## config.mk

```make
export PLATFORM = sky130hd
export DESIGN_NAME = lsu_mem_master
export DESIGN_NICKNAME = d
export VERILOG_FILES = /design/src/rtl/lsu_pkg.sv /design/src/rtl/lsu_lane_align.sv /design/src/rtl/lsu_mem_master.sv
export SDC_FILE = /design/constraint.sdc
export NUM_CORES = 1
export LEC_CHECK = 0
export ABC_CLOCK_PERIOD_IN_PS = 2300
export CAP_MARGIN = 20
export CORE_MARGIN = 2
export CORE_UTILIZATION = 49
export CTS_CLUSTER_SIZE = 25
export DETAILED_ROUTE_END_ITERATION = 10
export GPL_TIMING_DRIVEN = 0
export PLACE_DENSITY = 0.84
export SETUP_SLACK_MARGIN = 0.02
export SYNTH_ARGS = -nofsm -noshare
export SYNTH_HDL_FRONTEND = slang
export SYNTH_SLANG_ARGS = --single-unit
```

## constraint.sdc

```tcl
create_clock -name clk -period 2.3 [get_ports clk]
set_input_delay 0.46 -clock clk [delete_from_list [all_inputs] [get_ports clk]]
set_output_delay 0.46 -clock clk [all_outputs]
set_load 0.1 [all_outputs]
```

## src/rtl/lsu_pkg.sv

```systemverilog
// Shared types, funct3 codes and request-legality helpers for the data-memory master.
package lsu_pkg;

  localparam int unsigned XLEN = 32;

  localparam logic [2:0] F3_B  = 3'b000;
  localparam logic [2:0] F3_H  = 3'b001;
  localparam logic [2:0] F3_W  = 3'b010;
  localparam logic [2:0] F3_BU = 3'b100;
  localparam logic [2:0] F3_HU = 3'b101;

  typedef enum logic [2:0] {
    IDLE   = 3'd0,
    LOAD   = 3'd1,
    RMW_RD = 3'd2,
    WRITE  = 3'd3,
    RESP   = 3'd4
  } lsu_state_e;

  typedef struct packed {
    logic            we;
    logic [2:0]      func3;
    logic [XLEN-1:0] addr;
    logic [XLEN-1:0] wdata;
  } lsu_req_t;

  // Stores only know B/H/W; loads additionally know BU/HU.
  function automatic logic f3_illegal(input logic we, input logic [2:0] f3);
    logic store_ok;
    logic load_ok;
    store_ok = (f3 == F3_B) || (f3 == F3_H) || (f3 == F3_W);
    load_ok  = store_ok || (f3 == F3_BU) || (f3 == F3_HU);
    return we ? !store_ok : !load_ok;
  endfunction

  // Halves need an even address, words a 4-byte aligned one.
  function automatic logic misaligned(input logic [2:0] f3, input logic [1:0] lo);
    logic half;
    half = (f3 == F3_H) || (f3 == F3_HU);
    return (half && lo[0]) || ((f3 == F3_W) && (lo != 2'b00));
  endfunction

endpackage

```

## src/rtl/lsu_lane_align.sv

```systemverilog
// Combinational lane handling: load extract/extend and sub-word store merge.
module lsu_lane_align
  import lsu_pkg::*;
(
  input  logic [2:0]      func3,
  input  logic [1:0]      addr_lo,
  input  logic [XLEN-1:0] rdata,
  input  logic [XLEN-1:0] wdata,
  output logic [XLEN-1:0] load_data_c,
  output logic [XLEN-1:0] merge_data_c
);

  logic [7:0]  byte_sel;
  logic [15:0] half_sel;

  // Pick the addressed byte and half out of the RAM word.
  always_comb begin
    byte_sel = rdata[7:0];
    unique case (addr_lo)
      2'd0: byte_sel = rdata[7:0];
      2'd1: byte_sel = rdata[15:8];
      2'd2: byte_sel = rdata[23:16];
      2'd3: byte_sel = rdata[31:24];
      default: byte_sel = rdata[7:0];
    endcase
    half_sel = addr_lo[1] ? rdata[31:16] : rdata[15:0];
  end

  // Sign- or zero-extend the selected lane into a full load result.
  always_comb begin
    load_data_c = rdata;
    unique case (func3)
      F3_B:    load_data_c = {{24{byte_sel[7]}}, byte_sel};
      F3_BU:   load_data_c = {24'h0, byte_sel};
      F3_H:    load_data_c = {{16{half_sel[15]}}, half_sel};
      F3_HU:   load_data_c = {16'h0, half_sel};
      default: load_data_c = rdata;
    endcase
  end

  // Overlay store data onto the read word; untouched lanes keep RAM contents.
  always_comb begin
    merge_data_c = rdata;
    unique case (func3)
      F3_B: begin
        unique case (addr_lo)
          2'd0: merge_data_c[7:0]   = wdata[7:0];
          2'd1: merge_data_c[15:8]  = wdata[7:0];
          2'd2: merge_data_c[23:16] = wdata[7:0];
          2'd3: merge_data_c[31:24] = wdata[7:0];
          default: merge_data_c = rdata;
        endcase
      end
      F3_H: begin
        if (addr_lo[1]) merge_data_c[31:16] = wdata[15:0];
        else            merge_data_c[15:0]  = wdata[15:0];
      end
      default: merge_data_c = wdata;
    endcase
  end

endmodule

```

## src/rtl/lsu_mem_master.sv

```systemverilog
// Load/store initiator for the word-organised data RAM: one response per request.
module lsu_mem_master
  import lsu_pkg::*;
#(
  parameter int unsigned MEM_WORDS = 128,
  parameter int unsigned DW        = 32
) (
  input  logic          clk,
  input  logic          reset_n,
  input  logic          req_valid,
  output logic          req_ready,
  input  logic          req_we,
  input  logic [2:0]    req_func3,
  input  logic [DW-1:0] req_addr,
  input  logic [DW-1:0] req_wdata,
  output logic          rsp_valid,
  input  logic          rsp_ready,
  output logic [DW-1:0] rsp_rdata,
  output logic          rsp_err,
  output logic          mem_we,
  output logic [2:0]    mem_func3,
  output logic [DW-1:0] mem_addr,
  output logic [DW-1:0] mem_wdata,
  input  logic [DW-1:0] mem_rdata
);

  lsu_state_e    state_q, state_d;
  lsu_req_t      req_q, req_d;
  logic          req_ready_q, req_ready_d;
  logic          rsp_valid_q, rsp_valid_d;
  logic [DW-1:0] rsp_rdata_q, rsp_rdata_d;
  logic          rsp_err_q, rsp_err_d;
  logic          mem_we_q, mem_we_d;
  logic [DW-1:0] mem_addr_q, mem_addr_d;
  logic [DW-1:0] mem_wdata_q, mem_wdata_d;

  logic          acc_err;
  logic [DW-1:0] load_data_c;
  logic [DW-1:0] merge_data_c;

  lsu_lane_align u_align (
    .func3        (req_q.func3),
    .addr_lo      (req_q.addr[1:0]),
    .rdata        (mem_rdata),
    .wdata        (req_q.wdata),
    .load_data_c  (load_data_c),
    .merge_data_c (merge_data_c)
  );

  // Legality of the request currently presented on req_*.
  always_comb begin
    acc_err = f3_illegal(req_we, req_func3)
           || misaligned(req_func3, req_addr[1:0])
           || (req_addr[DW-1:2] >= (DW-2)'(MEM_WORDS));
  end

  // Next-state and next-output decode.
  always_comb begin
    state_d     = state_q;
    req_d       = req_q;
    rsp_rdata_d = rsp_rdata_q;
    rsp_err_d   = rsp_err_q;
    mem_addr_d  = mem_addr_q;
    mem_wdata_d = mem_wdata_q;

    unique case (state_q)
      IDLE: begin
        if (req_valid && req_ready_q) begin
          req_d       = '{we: req_we, func3: req_func3, addr: req_addr, wdata: req_wdata};
          rsp_rdata_d = '0;
          rsp_err_d   = acc_err;
          if (acc_err)                state_d = RESP;
          else if (!req_we)           state_d = LOAD;
          else if (req_func3 == F3_W) state_d = WRITE;
          else                        state_d = RMW_RD;
          if (!acc_err && req_we && (req_func3 == F3_W)) mem_wdata_d = req_wdata;
        end
      end
      LOAD: begin
        // Stores never pass through LOAD; the guard keeps store results at zero.
        rsp_rdata_d = req_q.we ? '0 : load_data_c;
        state_d     = RESP;
      end
      RMW_RD: begin
        mem_wdata_d = merge_data_c;
        state_d     = WRITE;
      end
      WRITE: begin
        state_d = RESP;
      end
      RESP: begin
        if (rsp_ready) begin
          rsp_rdata_d = '0;
          rsp_err_d   = 1'b0;
          state_d     = IDLE;
        end
      end
      default: state_d = IDLE;
    endcase

    // Memory cycles always address the latched word; errors never drive a new address.
    if ((state_d == LOAD) || (state_d == RMW_RD) || (state_d == WRITE)) begin
      mem_addr_d = {req_d.addr[DW-1:2], 2'b00};
    end

    req_ready_d = (state_d == IDLE);
    rsp_valid_d = (state_d == RESP);
    mem_we_d    = (state_d == WRITE);
  end

  // State and output registers; reset aborts any transfer and drops mem_we at once.
  always_ff @(posedge clk or negedge reset_n) begin
    if (!reset_n) begin
      state_q     <= IDLE;
      req_q       <= '0;
      req_ready_q <= 1'b1;
      rsp_valid_q <= 1'b0;
      rsp_rdata_q <= '0;
      rsp_err_q   <= 1'b0;
      mem_we_q    <= 1'b0;
      mem_addr_q  <= '0;
      mem_wdata_q <= '0;
    end else begin
      state_q     <= state_d;
      req_q       <= req_d;
      req_ready_q <= req_ready_d;
      rsp_valid_q <= rsp_valid_d;
      rsp_rdata_q <= rsp_rdata_d;
      rsp_err_q   <= rsp_err_d;
      mem_we_q    <= mem_we_d;
      mem_addr_q  <= mem_addr_d;
      mem_wdata_q <= mem_wdata_d;
    end
  end

  assign req_ready = req_ready_q;
  assign rsp_valid = rsp_valid_q;
  assign rsp_rdata = rsp_rdata_q;
  assign rsp_err   = rsp_err_q;
  assign mem_we    = mem_we_q;
  assign mem_func3 = F3_W;
  assign mem_addr  = mem_addr_q;
  assign mem_wdata = mem_wdata_q;

endmodule
```

==> Word level (Yosys, flattened, before mapping) <==
Cells that the tools add are included.
W data, S select, Z words.
{ "totals": {"reg_bits": 169, "inputBits": 104, "output_inout_bits": 103, "word_cells": 96} }
{ "op_classes": {"magnitude_cmp": 1, "n_eq_ne": 21, "muxes": 29, "reduce_logical": 32} }
{ "op_table": {"columns": ["operator", "count"], "rows": [
  ["$mux W32", 5],
  ["$mux W64", 2],
  ["$pmux W32 S2", 2],
  ["$pmux W32 S4", 1],
  ["$pmux W32 S3", 1],
  ["$mux W16", 3],
  ["$mux W8", 4],
  ["$pmux W8 S4", 1],
  ["$ge A30 B8 Y1 const B", 1],
  ["$eq A3 B3 Y1 const B", 6],
  ["$eq A3 B2 Y1 const B", 5],
  ["$eq A3 B1 Y1 const B", 4],
  ["$logic_not A3 Y1", 4],
  ["$pmux W3 S4", 1],
  ["$logic_or A1 B1 Y1", 10],
  ["$mux W3", 3],
  ["$reduce_and A3 Y1", 3],
  ["$ne A2 B2 Y1 const B", 3],
  ["$reduce_bool A2 Y1", 3],
  ["$logic_and A1 B1 Y1", 5],
  ["$eq A2 B2 Y1 const B", 2],
  ["$mux W1", 4],
  ["$logic_not A1 Y1", 3],
  ["$reduce_bool A3 Y1", 1],
  ["6 further kinds", 6]
]} }

==> Longest topological paths before layout <==
{ "logic_depth": {"word_depth": 15, "ltp_mapped": 8, "depth_no_buf": 5} }

==> Modules after synthesis <==
From an unflattened synthesis, not the netlist that was laid out.
{ "unflattened": {"cells_unflattened": 704, "area_unflattened_um2": 8235.4} }
{ "modules_own_cells": {"columns": ["mod", "area_per_inst_um2", "cells_per_inst", "instances", "seq_area_each_um2"], "rows": [
  ["lsu_mem_master", 6902.9, 505, 1, 4230.3],
  ["lsu_lane_align", 1332.5, 199, 1, 0.0]
]} }

==> Worst setup path after synthesis <==
OpenSTA, ideal clock, no wires.
{ "synth_timing": {"path_kind": "register to register", "from": "reg req_ready_q (netlist: req_ready)", "to": "reg mem_wdata_q[16] (netlist: mem_wdata[16])", "arrival_ps": 2256, "setup_time_ps": 125, "path_stages_with_launch": 8, "synth_period_minus_slack_ps": 2381, "t_required_ps": 2175, "path_buffers": 2, "path_slack_ps": -81, "cell_sequence": "dfstp_2 > nand2_1 > or4_4 > buf_6 > nor2_8 > a31oi_4 > buf_6 > mux2_4"} }
{ "synth_between": {"elab_chain_cells": 3} }
{ "synth_rtl": {"columns": ["element", "line_no", "source"], "rows": [
  ["start: declaration", "lsu_mem_master.sv:29", "logic req_ready_q, req_ready_d;"],
  ["start signal: assignment", "lsu_mem_master.sv:126", "req_ready_q <= req_ready_d;"],
  ["$logic_and A1 B1 Y1", "lsu_mem_master.sv:68", "if (req_valid && req_ready_q) begin"],
  ["$ne A2 B2 Y1 (no source line)", null, null],
  ["$reduce_and A3 Y1 (no source line)", null, null],
  ["end signal: assignment", "lsu_mem_master.sv:132", "mem_wdata_q <= mem_wdata_d;"],
  ["end: declaration", "lsu_mem_master.sv:35", "logic [DW-1:0] mem_wdata_q, mem_wdata_d;"]
]} }
Every way passes these cells.
A chain may end at the register's enable or synchronous reset.

==> Final worst setup path <==
{ "layout_timing": {"from": "reg req_q[32] in the netlist's numbering", "to": "reg rsp_rdata_q[6] (netlist: rsp_rdata[6])"} }
{ "layout_between": {"elab_chain_cells": 5, "word_cells_on_any_way": 8, "classes_between": "eq/ne: 3; mux: 4; reduce/logical: 1"} }
{ "layout_rtl": {"columns": ["element", "line_no", "source"], "rows": [
  ["start: declaration", "lsu_mem_master.sv:28", "lsu_req_t req_q, req_d;"],
  ["start signal: assignment", "lsu_mem_master.sv:125", "req_q <= req_d;"],
  ["$eq A2 B2 Y1 (tied with other cells)", "lsu_lane_align.sv:19", "unique case (addr_lo)"],
  ["$pmux W8 S4 *", "lsu_lane_align.sv:19", null],
  ["$pmux W32 S4 *", "lsu_lane_align.sv:32", "unique case (func3)"],
  ["$mux W32 *", "lsu_mem_master.sv:81", "rsp_rdata_d = req_q.we ? '0 : load_data_c;"],
  ["$pmux W32 S3 *", "lsu_mem_master.sv:66", "unique case (state_q)"],
  ["end signal: assignment", "lsu_mem_master.sv:128", "rsp_rdata_q <= rsp_rdata_d;"],
  ["end: declaration", "lsu_mem_master.sv:31", "logic [DW-1:0] rsp_rdata_q, rsp_rdata_d;"]
]} }
Every way passes the cells marked *; elsewhere a longest branch is shown, timed or not.

==> results.json <==
{
  "syn_avg_cell_area_um2": 9.72,
  "yosys.area.top_type": "dfrtp_1",
  "synth.top_cell.area_share": 0.522,
  "synth_area_um2": 8050,
  "start_kind": "flop",
  "gr-total-overflow": 0,
  "clock.fmax_mhz": 443,
  "criticalPathCategory": "flop to flop",
  "drive_gt1_frac": 0.126,
  "max-vdd-ir-drop_uv": 666,
  "slew_headroom": 0.331,
  "ys_warn_count": 0,
  "grt_max_degree": 121,
  "grt_pass1_wl_mm": 40.2,
  "antenna-diode-count": 0,
  "ys.flop_type": "dfrtp_1",
  "synth.distinct_cells": 46,
  "maxCapViolations": 0,
  "vias": 7309,
  "drtPass1Iterations": 5,
  "power_density_nw_per_um2": 949,
  "synth_edf_count": 0,
  "crit_chain": "clkbuf_1, nor2b_1, clkbuf_1, nor2_1, nor2_1, o221ai_1, nand2_1",
  "fin_area_um2": 11100,
  "worst_slack_ns": 0.0431,
  "hold_violations": 0,
  "yosysSeqAreaShare": 0.525,
  "worstHoldPathType": "flop to flop",
  "ant_nets": 0,
  "hold_slack_ns": 0.468,
  "cts_made_buffers": 17,
  "fin_nets": 1159,
  "syn_inst": 828,
  "p_leak_nw": 5.77,
  "slowest_stage": "nor2_1",
  "ctsRootBufferMaster": "clkbuf_16",
  "async_flop_share": 1.00,
  "fin_util": 0.691,
  "placed_cell_area_um2": 10400,
  "setup_violations": 0,
  "slew_violations": 0,
  "htree_levels": 4,
  "cp-end-kind": "flop",
  "viasPerCell": 5.70,
  "antenna_found_initial": 1,
  "drtIter0Drc": 642,
  "arrival_ns": 2.62,
  "grt_pass1_vias": 7354,
  "crit_path_max_incr_delay_ns": 0.47,
  "drc_errors": 0,
  "cts_tree": "done",
  "area_growth_syn_to_layout_pct": 37.4,
  "initial_core_util": 0.503,
  "clk_pin_slew_ns": 0.07,
  "critPathRequiredTime_ns": 2.66,
  "dieArea_um2": 17500,
  "die_width_um": 132,
  "pre_cts_slack_ns": -0.535,
  "io_buffer_count": 201,
  "ys_ff_latch": 169,
  "clock_latency_ns": 0.43,
  "die_y_um": 132,
  "rsz0062_at_grt": "yes",
  "cp_max_fo": 9,
  "cts_sinks": 169,
  "gp_congestion": 0.945,
  "wl_per_cell_um": 20.0,
  "clk_path_buf_depth": 2,
  "tightest_slew_ns": 1.01,
  "place_hpwl_mm": 18.6,
  "fin_crit_sh": 0.981,
  "wl_mm": 25.6,
  "io_pins": 207,
  "finalPower_mw": 10.5,
  "status": "finished, final reports clean",
  "min_period_ns": 2.26,
  "fin_skew_ns": 0.00565,
  "core-area_um2": 16000,
  "rows": 46,
  "track_usage": 0.295,
  "synth.area.top_cells": "dfrtp_1, nand2_1, o21ai_0"
}
-- cells by family after synthesis --
family,synth area share
AO/OA/AOI/OAI,0.149
buffers and inverters,0.0460
AND/OR/NAND/NOR,0.168
multiplexers,0.111
flip-flops,0.525
other,0.000933
-- power breakdown --
part           switching [mW]  leakage [nW]  internal [mW]  total (mW)
Combinational            2.47          3.28           1.18        3.65
Clock                    1.19         0.281           1.73        2.92
Sequential              0.345          2.21           3.58        3.92
-- registers in the layout, summed over array words and instances, names as in the netlist --
register and cells:
rsp_err 1, req_q 68, mem_addr 30, req_ready 1, rsp_valid 1, mem_we 1
state_q 3, rsp_rdata 32, mem_wdata 32
-- layout make-up --
cell class,count,area [µm²]
Clock buffer,19,443
Clock inverter,11,149
Timing Repair Buffer,207,1960
Inverter,18,67.6
Sequential cell,169,4230
Tap cell,216,270
Multi-Input combinational cell,581,3610
Buffer,61,329
Fill cell,1280,4940
-- placed cells by master, fill, tap and decap left out, drive strengths merged, types with 2 or more instances in the layout --
cell type and instances:
nand2b 5, and3 8, dfrtp 168, dlygate4sd2 97
a22oi 2, mux2 56, a211oi 15, bufinv 3
clkdlybuf4s50 102, inv 19, clkinvlp 3, o22a 2
nand4 2, nor2b 7, o31ai 7, nor4b 2
mux2i 16, clkinv 4, clkbuf 54, nor3 4
nor4 6, o21a 9, o22ai 10, a21o 3
a221oi 7, conb 5, and2 8, nor2 21
a221o 24, a21oi 14, o21ai 84, buf 32
a31oi 3, nand2 254
-- cells in the mapped netlist, drive strengths merged (7+ instances only) --
cell type	number
dfrtp	168
and2	8
a221oi	7
inv	18
o31ai	7
o22ai	10
nor2	21
a21oi	14
a221o	24
o21ai	84
nor2b	7
a211oi	15
mux2	56
clkbuf	36
o21a	9
mux2i	16
nand2	254
and3	8
buf	27
-- worst max-delay path, delay by kind of cell, from the launching register on --
kind / cells / cell delay, ns
buffers and inverters: 2 / 0.76
AOI/OAI and AO/OA: 1 / 0.28
and+or+nand+nor: 4 / 0.83
DFF: 1 / 0.32
-- through the flow --
stage	TNS [ns]	cells
after global placement	-1074.00	1248
after floorplan	0	831
final	0	1282
after CTS	0	1280
after global routing	0	1282
after detailed placement	-34.34	1250
-- worst paths after layout --
kind,cells after the start,start,slack [ns],end
worst max-delay path,7,req_q[32]$_DFFE_PN0P_,0.04,rsp_rdata[6]$_DFFE_PN0P_
worst min-delay path,2,req_q[47]$_DFF_PN0_,0.47,req_q[47]$_DFF_PN0_
worst max register to register,7,req_q[32]$_DFFE_PN0P_,0.04,rsp_rdata[6]$_DFFE_PN0P_
worst min register to register,2,req_q[47]$_DFF_PN0_,0.47,req_q[47]$_DFF_PN0_
max in group asynchronous,3,reset_n,0.85,mem_addr[26]$_DFFE_PN0P_
min in group asynchronous,2,reset_n,0.52,req_q[22]$_DFFE_PN0P_
-- routing by layer --
| layer | share of wire | global-route usage | routed length (µm) | vias to the layer above |
|---|---|---|---|---|
| met2 | 0.47 | 0.478 | 12100 | 408 |
| met1 | 0.41 | 0.382 | 10400 | 3533 |
| li1 | - | - | - | 3303 |
| met5 | 0 | 0 | 0 | - |
| met3 | 0.088 | 0.0723 | 2240 | 65 |
| met4 | 0.034 | 0.119 | 860 | 0 |
-- repair_timing --
| item | CTS | global route |
|---|---|---|
| hold buffers | 1 | 0 |
| cloned | 0 | 1 |
| pin swaps | 0 | 6 |
| gates resized for setup | 112 | 38 |
| setup buffers | 0 | 2 |
| endpoints found under the hold margin | 49 | 0 |
| endpoints found under the setup margin | 144 | 77 |
No activity file was read; power rests on OpenSTA's default activity.
